===== config.mk =====
export PLATFORM = sky130hd
export DESIGN_NAME = pipe_stage_chain
export DESIGN_NICKNAME = d
export VERILOG_FILES = /design/src/rtl/pipe_stage_chain.sv
export SDC_FILE = /design/constraint.sdc
export NUM_CORES = 1
export LEC_CHECK = 0
export ABC_AREA = 0
export CAP_MARGIN = 20
export CORE_MARGIN = 1.5
export CORE_UTILIZATION = 57
export CTS_CLUSTER_SIZE = 25
export DETAILED_ROUTE_END_ITERATION = 12
export PLACE_DENSITY = 0.84
export SYNTH_ARGS = -nofsm -noshare
export SYNTH_HDL_FRONTEND = slang
export SYNTH_SLANG_ARGS = --single-unit
export TNS_END_PERCENT = 100

===== constraint.sdc =====
create_clock -name clk -period 5.41 [get_ports clk]
set_clock_uncertainty 0.1 [all_clocks]
set_input_delay 1.082 -clock clk [delete_from_list [all_inputs] [get_ports clk]]
set_output_delay 1.082 -clock clk [all_outputs]
set_load 0.05 [all_outputs]

===== src/rtl/pipe_stage_chain.sv =====
`default_nettype none
// ============================================================================
// Module   : pipe_stage_chain
// Purpose  : Valid/ready pipeline latch chain with bubble collapsing and flush
// Revision : 1.0
// ============================================================================
module pipe_stage_chain #(
    parameter  int WIDTH = 32,
    parameter  int DEPTH = 3,
    localparam int CW    = $clog2(DEPTH + 1)
) (
    input  logic             clk,
    input  logic             rst,
    input  logic             in_valid,
    output logic             in_ready,
    input  logic [WIDTH-1:0] in_data,
    output logic             out_valid,
    input  logic             out_ready,
    output logic [WIDTH-1:0] out_data,
    input  logic             flush,
    output logic [CW-1:0]    count
);

    localparam logic [CW-1:0] c_one = CW'(1);

    logic [DEPTH-1:0] r_v;
    logic [WIDTH-1:0] r_d [DEPTH];
    logic [CW-1:0]    r_count;

    logic [DEPTH-1:0] w_adv;
    logic [DEPTH-1:0] w_vin;
    logic [WIDTH-1:0] w_din [DEPTH];
    logic             w_in_xfer;
    logic             w_out_xfer;

    // A stage moves when any slot from it to the output end is empty, or the
    // output drains; expressed flat to avoid a ripple through a self-referencing vector.
    for (genvar gi = 0; gi < DEPTH; gi++) begin : g_stage
        assign w_adv[gi] = out_ready || !(&r_v[DEPTH-1:gi]);
        if (gi == 0) begin : g_head
            assign w_vin[gi] = in_valid;
            assign w_din[gi] = in_data;
        end else begin : g_body
            assign w_vin[gi] = r_v[gi-1];
            assign w_din[gi] = r_d[gi-1];
        end
    end

    assign in_ready   = w_adv[0] && !flush && !rst;
    assign out_valid  = r_v[DEPTH-1] && !flush && !rst;
    assign out_data   = r_d[DEPTH-1];
    assign count      = r_count;
    assign w_in_xfer  = in_valid && in_ready;
    assign w_out_xfer = out_valid && out_ready;

    always_ff @(posedge clk) begin
        if (rst) begin
            r_v     <= '0;
            r_count <= '0;
            for (int i = 0; i < DEPTH; i++) begin
                r_d[i] <= '0;
            end
        end else if (flush) begin
            // Payload registers are deliberately left as they are.
            r_v     <= '0;
            r_count <= '0;
        end else begin
            for (int i = 0; i < DEPTH; i++) begin
                if (w_adv[i]) begin
                    r_v[i] <= w_vin[i];
                    if (w_vin[i]) begin
                        r_d[i] <= w_din[i];
                    end
                end
            end
            case ({w_in_xfer, w_out_xfer})
                2'b10:   r_count <= r_count + c_one;
                2'b01:   r_count <= r_count - c_one;
                default: r_count <= r_count;
            endcase
        end
    end

endmodule
`default_nettype wire


== Word level (Yosys, flattened, before mapping) ==
Memory sizes are Yosys's and may differ from the RTL's.
Index checks and enable logic that the tools add are counted.
Word-level totals
  flip-flop bits (word level): 5
  bits in writable memories: 96
  input bits: 37
  output and inout bits: 36
  word-level logic and storage cells: 51
  memories: 1
Memories
  r_d: words 3, width 32, rd ports 3, clocked after Yosys merged registers in 0, write ports 3, line 27  | logic [WIDTH-1:0] r_d [DEPTH];
Operators by class
  add/subtract/negate cells: 2
  equality and inequality tests: 2
  multiplexer cells: 21
  bitwise logic cells: 3
  reductions and logical operators: 18
Operators by type and width (count)
  2-to-1 mux 32 bit: 3
  2-to-1 mux 1 bit: 17
  logical AND 1 bit: 6
  zero test 1 bit: 5
  case mux 2 bit (2 select lines): 1
  logical OR 1 bit: 3
  bitwise OR 1 bit: 3
  AND reduction 3 bit: 1
  adder 2 x 1 -> 2 bit, second input constant: 1
  equality test 2 x 1 -> 1 bit, second input constant: 1
  equality test 2 bit, second input constant: 1
  AND reduction 2 bit: 1
  nonzero test 2 bit: 1
  OR reduction 2 bit: 1
  subtractor 2 x 1 -> 2 bit, second input constant: 1

== Longest topological paths before layout ==
Gate-level depths: netlist (run 1).
  word-level depth: 8
  mapped depth: 8
  depth with buffers taken out: 6

== Worst setup path before layout (run 1) ==
Ideal clock, no wire load.
  path type: input to register
  from: in flush
  to: mem r_d[2][0], in the netlist r_d[0][64], enable pin
  setup time: 0.428 ns
  arrival: 2.712 ns
  data required time: 4.882 ns
  slack: 2.170 ns
  cell stages on the path: 3
  buffers on the path: 0
  path through: inv_1 > nand2_1 > o21bai_1
RTL lines
  from (decl): line 20  | input logic flush,
  to (decl): line 27

== Worst setup path in the final report (run 1) ==
  from: in rst
  to: out in_ready
On the way
  word-level cells in the longest chain between the ends: 2
Ends and longest elaborated chain
  from (decl): line 13  | input logic rst,
  zero test 1 bit: line 49  | assign in_ready = w_adv[0] && !flush && !rst;
  logical AND 1 bit: line 49
  to (decl): line 15  | output logic in_ready,
No other way between the ends.

==> results by group, run 1 <==
Die
  • IO Count: 73
  • Die width: 91.7 um
  • Die area: 8400 um^2
  • Core area: 7690 um^2
  • Die Span Y: 91.7 um
  • Starting Density: 0.583
  • Site Rows: 32

Yosys
  • Count of warnings emitted by yosys: 0
  • Synth area leader: edfxtp_1
  • Syn Std Cell Area: 4480 um^2
  • Largest cells by area after synthesis: edfxtp_1 64%, a21boi_2 10%, a21boi_0 9.7%
  • Prevailing post-synth register cell: edfxtp_1
  • Yosys reg bits: 101
  • Syn_area_per_cell: 16.3 um^2
  • Cells after Synth: 275
  • Distinct cells, synth: 30
  • Fraction of registers with async set/reset: 0
  • Syn nets: 313
  • Synth top cells by count: 96 x edfxtp_1, 58 x a21boi_0, 40 x a21boi_2
  • Register area share after synthesis: 0.666
  • Top-area cell type share of the netlist area: 0.643
  • Top-count cell post-synth: edfxtp_1
  • EDFF count, synth: 96

Power and ir drop
  • Power density over the cells: 303 nW/um^2
  • Leakage: 1.72 nW
  • Worst VDD drop: 0.000143 V

Clocking
  • CTS buffer count: 9
  • CTS clk-pin slew, worst paths: 0.09 ns
  • Clock tree from TritonCTS: yes
  • Post-CTS Setup Bufs: 0
  • Clock buffer depth: 2
  • Number of gates resized after CTS: 0
  • Worst-skew pair later-pin latency: 0.35 ns
  • Sink Count: 101
  • Clk root buf: clkbuf_8
  • H-tree depth: 3
  • Hold_buf cts: 0

Global routing
  • First-pass GRT wire length: 10.1 mm
  • Initial antenna violation count: 0
  • Largest net degree at the start of global routing: 80
  • Vias in the first global route: 2,085
  • GR Overflow Total: 0
  • Total Routing Usage GR: 0.157

Hold path
  • HP Start: count[1]$_SDFFE_PP0P_
  • Worst Hold End: count[1]$_SDFFE_PP0P_
  • WHS Path Cells: 2
  • Hold Crit Class: reg2reg

Flow run
  • Max-Cap Viols: 0

Layout
  • Area growth from synthesis to layout: 15.1%
  • Share of cells above drive strength 1: 0.211
  • Multi-input combinational cell area: 1090 um^2
  • N_diodes: 0
  • # nets final: 346
  • FF+latch area: 2980 um^2
  • Filler cells: 562
  • Layout Cells excl Fill: 415

Critical path
  • Crit path max fanout: 8
  • Largest stage delay, worst path: 0.79 ns
  • CP Class: in2out
  • Crit-path cells: clkdlybuf4s50_1 > nor2_8 > and2_2 > clkdlybuf4s50_1
  • Arrival time worst endpoint: 2.84 ns
  • Critical Path Sink Type: output port
  • R2R depth: 4
  • Flop2flop setup slack: 2.93 ns
  • Most frequent cell on the critical path: clkdlybuf4s50_1
  • Crit Reg-Reg Startpoint: r_v[1]$_SDFFE_PP0N_
  • Slowest stage cell on the critical path: clkdlybuf4s50_1
  • Required @ worst endpoint: 4.23 ns
  • Reg-to-reg endpoint: r_d[0][5]$_SDFFCE_PN0P_
  • Crit path launch type: primary input

Place
  • Placed cells: 399
  • Port-buffer cells: 72
  • Post-DP HPWL: 3.85 mm
  • Final GP Congestion: 0.735

Routing
  • Avg WL per Cell: 15.1 um
  • Drt first pass iters: 4
  • Routed WL: 6.26 mm
  • Final ANT Viol Nets: 0
  • DRT iter0 DRCs: 82
  • Vias/cell: 5.13
  • Detailed-route via count: 2,131
  • # DRC: 0

Timing
  • Fin crit share: 0.743
  • Worst Max-Slew Pin Slew: 0.889 ns
  • Final max-slew violation count: 0
  • Final Critical Period: 4.02 ns
  • Hold Fails Final Rpt: 0
  • Slew headroom: 0.406
  • Setup violators final: 0
  • Unrepaired setup endpoints after global routing: no
  • Setup TNS: 0 ns
  • Highest clock rate: 249 MHz

Run status
  • Outcome: completed
power breakdown:
part           switching [mW]  total [mW]  internal (mW)
logic                  0.0938       0.161         0.0672
registers              0.0109       0.913          0.903
clock network           0.243       0.486          0.243
total                   0.348        1.56           1.21
logic make-up (layout without fill, tap and decap cells):
logic type / after synthesis / in the layout / synth area share
AO/OA/AOI/OAI: 104 / 104 / 0.208
XOR/XNOR: 2 / 2 / 0.00391
adder cells (fa/ha/maj): 1 / 1 / 0.00279
buffers and inverters: 54 / 92 / 0.0952
flip-flops: 101 / 101 / 0.666
AND/OR/NAND/NOR: 13 / 13 / 0.0243
cell usage in the layout, fill, tap and decap left out, drive strengths merged:
cell	instances
clkbuf	12
o21ai	1
o211ai	1
inv	3
o21bai	1
a21boi	98
and3	1
dfxtp	5
ha	1
clkdlybuf4s50	72
nand3b	1
or3	1
and2	2
nand3	1
edfxtp	96
bufinv	1
a21oi	1
nor2b	1
nor2	1
buf	2
nand2	1
nand4b	1
o21a	1
a31o	1
nor3	2
nand2b	1
xnor2	1
clkinv	2
xor2	1
worst max-delay path: cells and delay by family:
kind,cells,cell delay (ns)
buf+inv,2,1.36
simple gates,2,0.38
through the flow:
stage | worst slack [ns] | utilization | area (um^2) | hold slack, ns | power, mW
detailed placement | 1.39 | 0.644 | 4950 | 0.397 | 1.09
finish | 1.39 | 0.671 | 5160 | 0.413 | 1.56
CTS | 1.38 | 0.671 | 5160 | 0.413 | 1.57
global placement | 1.42 | 0.644 | 4950 | 0.395 | 1.09
floorplan | 2.17 | - | 4480 | 0.415 | 1.05
global route | 1.33 | 0.671 | 5160 | 0.455 | 1.61
area by class of cell:
| cell class | count | area share |
|---|---|---|
| clock buffer | 12 | 0.0301 |
| multi-input combinational | 120 | 0.212 |
| inverter | 2 | 0.00146 |
| timing repair buffer | 74 | 0.143 |
| tap | 102 | 0.0247 |
| sequential | 101 | 0.578 |
| clock inverter | 4 | 0.0109 |
layer usage:
layer	vias to the layer above	routed length, um	global-route usage
met1	1009	2740	0.198
li1	1059	-	-
met5	-	0	0
met2	56	3220	0.264
met3	7	200	0.0307
met4	0	96	0.0664
worst max-delay path by stage:
stage | startpoint | endpoint | slack (ns) | cells past startpoint
finish | rst | in_ready | 1.39 | 4
global route | rst | in_ready | 1.33 | 4
CTS | rst | in_ready | 1.38 | 4
detailed placement | rst | out_valid | 1.39 | 4
global placement | rst | in_ready | 1.42 | 4
floorplan | flush | r_d[0][64]$_SDFFCE_PN0P_ | 2.17 | 3
sequential cells by signal, indices dropped and copies added (netlist names):
name / flops
r_d: 96
r_v: 3
count: 2
Note: power is estimated with default switching activity, not from simulation.
==> run 2, diff against run 1 <==
- CORE_UTILIZATION: 57 -> 53
- PLACE_DENSITY: 0.84 -> 0.79
- clock period: 5.41 -> 4.1 ns (I/O delays scaled with it)
==> run 2 against run 1 <==
Flip-flop and latch count stayed put. Largest cell class unchanged. Routed wire length is 0.27% lower. Count of clock-buffer cells in the layout is 3 lower. Highest routed layer unchanged. First-iteration DRC count is 40% lower. Critical path depth stayed put. Largest power group unchanged. Critical endpoint is now out_valid.
==> results by group, run 2 (synthesized netlist as in run 1, its figures left out) <==
Run status
  • Outcome: completed

Layout
  • Largest Register: r_d
  • Area growth from synthesis to layout: 16.4%
  • # nets final: 348 (+0.58%)
  • Most common cell after layout, fill and taps aside: edfxtp_1
  • Share of cells above drive strength 1: 0.219 (+0.00818)
  • Most frequent cells in the layout: 96 x edfxtp_1, 72 x clkdlybuf4s50_1, 58 x a21boi_0
  • N_diodes: 0 (unchanged)
  • Layout Cells excl Fill: 420 (+1.2%)
  • Max reg flops: 96 (unchanged)

Die
  • Die width: 94.9 um (+3.6%)
  • IO Count: 73 (unchanged)
  • Starting Density: 0.545 (-0.0375)
  • Site Rows: 33 (+3.1%)
  • Die Span Y: 94.9 um (+3.6%)
  • Die area: 9010 um^2 (+7.3%)
  • Core area: 8220 um^2 (+6.9%)

Hold path
  • HP Start: count[1]$_SDFFE_PP0P_
  • Hold Crit Class: reg2reg

Timing
  • Setup TNS: 0 ns (unchanged)
  • Setup violators final: 0 (unchanged)
  • Hold Fails Final Rpt: 0 (unchanged)
  • Fin crit share: 0.853
  • Highest clock rate: 286 MHz
  • Worst Max-Slew Pin Slew: 0.899 ns (+0.00931 ns)
  • Final Critical Period: 3.50 ns
  • Final max-slew violation count: 0 (unchanged)
  • Unrepaired setup endpoints after global routing: no
  • Slew headroom: 0.399 (-0.00622)

Global routing
  • GR Overflow Total: 0 (unchanged)
  • Largest net degree at the start of global routing: 84 (+5.0%)
  • Total Routing Usage GR: 0.146 (-0.0101)
  • Initial antenna violation count: 0 (unchanged)
  • First-pass GRT wire length: 9.67 mm (-3.9%)
  • Vias in the first global route: 1,988 (-4.7%)

Clocking
  • Clock tree from TritonCTS: yes
  • CTS buffer count: 9 (unchanged)
  • Number of gates resized after CTS: 0 (unchanged)
  • Sink Count: 101 (unchanged)
  • Clk root buf: clkbuf_8
  • Clock buffer depth: 2 (unchanged)
  • Hold_buf cts: 0 (unchanged)
  • Post-CTS Setup Bufs: 0 (unchanged)
  • H-tree depth: 3 (unchanged)
  • Worst-skew pair later-pin latency: 0.35 ns (about the same)
  • CTS clk-pin slew, worst paths: 0.09 ns (about the same)

Power and ir drop
  • Int Pwr: 1.62 mW (+34%)
  • Leakage: 1.74 nW (+1.5%)
  • Comb power frac: 0.104 (about the same)
  • Worst VDD drop: 0.000212 V (+48%)
  • Psw: 0.464 mW (+33%)
  • Flop pwr share: 0.577 (-0.008)
  • Switching Fraction: 0.223 (-0.000583)
  • Power density over the cells: 400 nW/um^2 (+32%)
  • Clk pwr share: 0.320 (+0.008)

Place
  • Final GP Congestion: 0.748 (+1.7%)
  • Placed cells: 403 (+1.0%)
  • Post-DP HPWL: 3.86 mm (+0.33%)
  • Port-buffer cells: 72 (unchanged)

Routing
  • Detailed-route via count: 2,126 (-0.23%)
  • # DRC: 0 (unchanged)
  • DRT iter0 DRCs: 49 (-40%)
  • Final ANT Viol Nets: 0 (unchanged)
  • Avg WL per Cell: 14.9 um (-1.5%)
  • Vias/cell: 5.06 (-1.4%)
  • Routed WL: 6.24 mm (-0.27%)
  • Drt first pass iters: 4 (unchanged)

Critical path
  • Critical Path Sink Type: output port
  • Required @ worst endpoint: 3.18 ns (-1.05 ns)
  • CP Class: in2out
  • Arrival time worst endpoint: 2.58 ns (-0.26 ns)
  • Crit Reg-Reg Startpoint: r_v[1]$_SDFFE_PP0N_
  • Worst Setup SP: rst
  • Crit path launch type: primary input
  • Crit path max fanout: 8 (unchanged)

Flow run
  • Max-Cap Viols: 0 (unchanged)
## run 2: cell types whose count changed in the layout (fill, tap and decap cells not counted), sizes merged
cell      change
clkinv        +1
inv           -1
buf           +2
bufinv        +1
clkbuf        -3
clkinvlp      +2
## run 2: final cells by class
type,count,area (um^2)
flip-flops and latches,101,2980
clock buffers,9,124
repair buffers,76,788
multi-input cells,120,1090
clock inverters,7,90.1
fillers,604,3000
inverters,2,7.51
well taps,105,131
## run 2: worst paths after layout
check,endpoint,slack (ns),cells after the start
worst min register to register,count[1]$_SDFFE_PP0P_,0.42,2
worst min-delay path,count[1]$_SDFFE_PP0P_,0.42,2
worst max-delay path,out_valid,0.60,4
worst max register to register,r_d[0][21]$_SDFFCE_PN0P_,1.96,5
## run 2: power groups by stage
stage                     clock [mW]  combinational, mW  sequential [mW]
after floorplan                    0              0.159             1.22
after global routing           0.716              0.229             1.21
after CTS                      0.679              0.217             1.21
final                          0.667              0.216             1.20
after global placement             0              0.214             1.23
after detailed placement           0              0.217             1.23
## run 2: routing by layer
| metal | GRT usage | vias up | wire (um) |
|---|---|---|---|
| li1 | - | 1062 | - |
| met1 | 0.192 | 997 | 2780 |
| met2 | 0.225 | 57 | 3030 |
| met3 | 0.0362 | 10 | 264 |
| met4 | 0.0771 | 0 | 162 |
| met5 | 0 | - | 0 |
## run 2: stage by stage
| step | power, mW | instance area, um^2 | util | setup WS (ns) | hold slack [ns] |
|---|---|---|---|---|---|
| floorplan | 1.38 | 4480 | - | 1.12 | 0.415 |
| global placement | 1.44 | 4980 | 0.607 | 0.635 | 0.394 |
| detailed placement | 1.45 | 4980 | 0.607 | 0.596 | 0.398 |
| CTS | 2.10 | 5200 | 0.633 | 0.596 | 0.414 |
| global route | 2.15 | 5220 | 0.635 | 0.543 | 0.470 |
| finish | 2.09 | 5220 | 0.635 | 0.602 | 0.415 |
## run 2: worst max-delay path, cell delays in order
cell,delay [ns]
clkdlybuf4s50_1,0.57
nor2_8,0.23
and2_2,0.16
clkdlybuf4s50_1,0.79
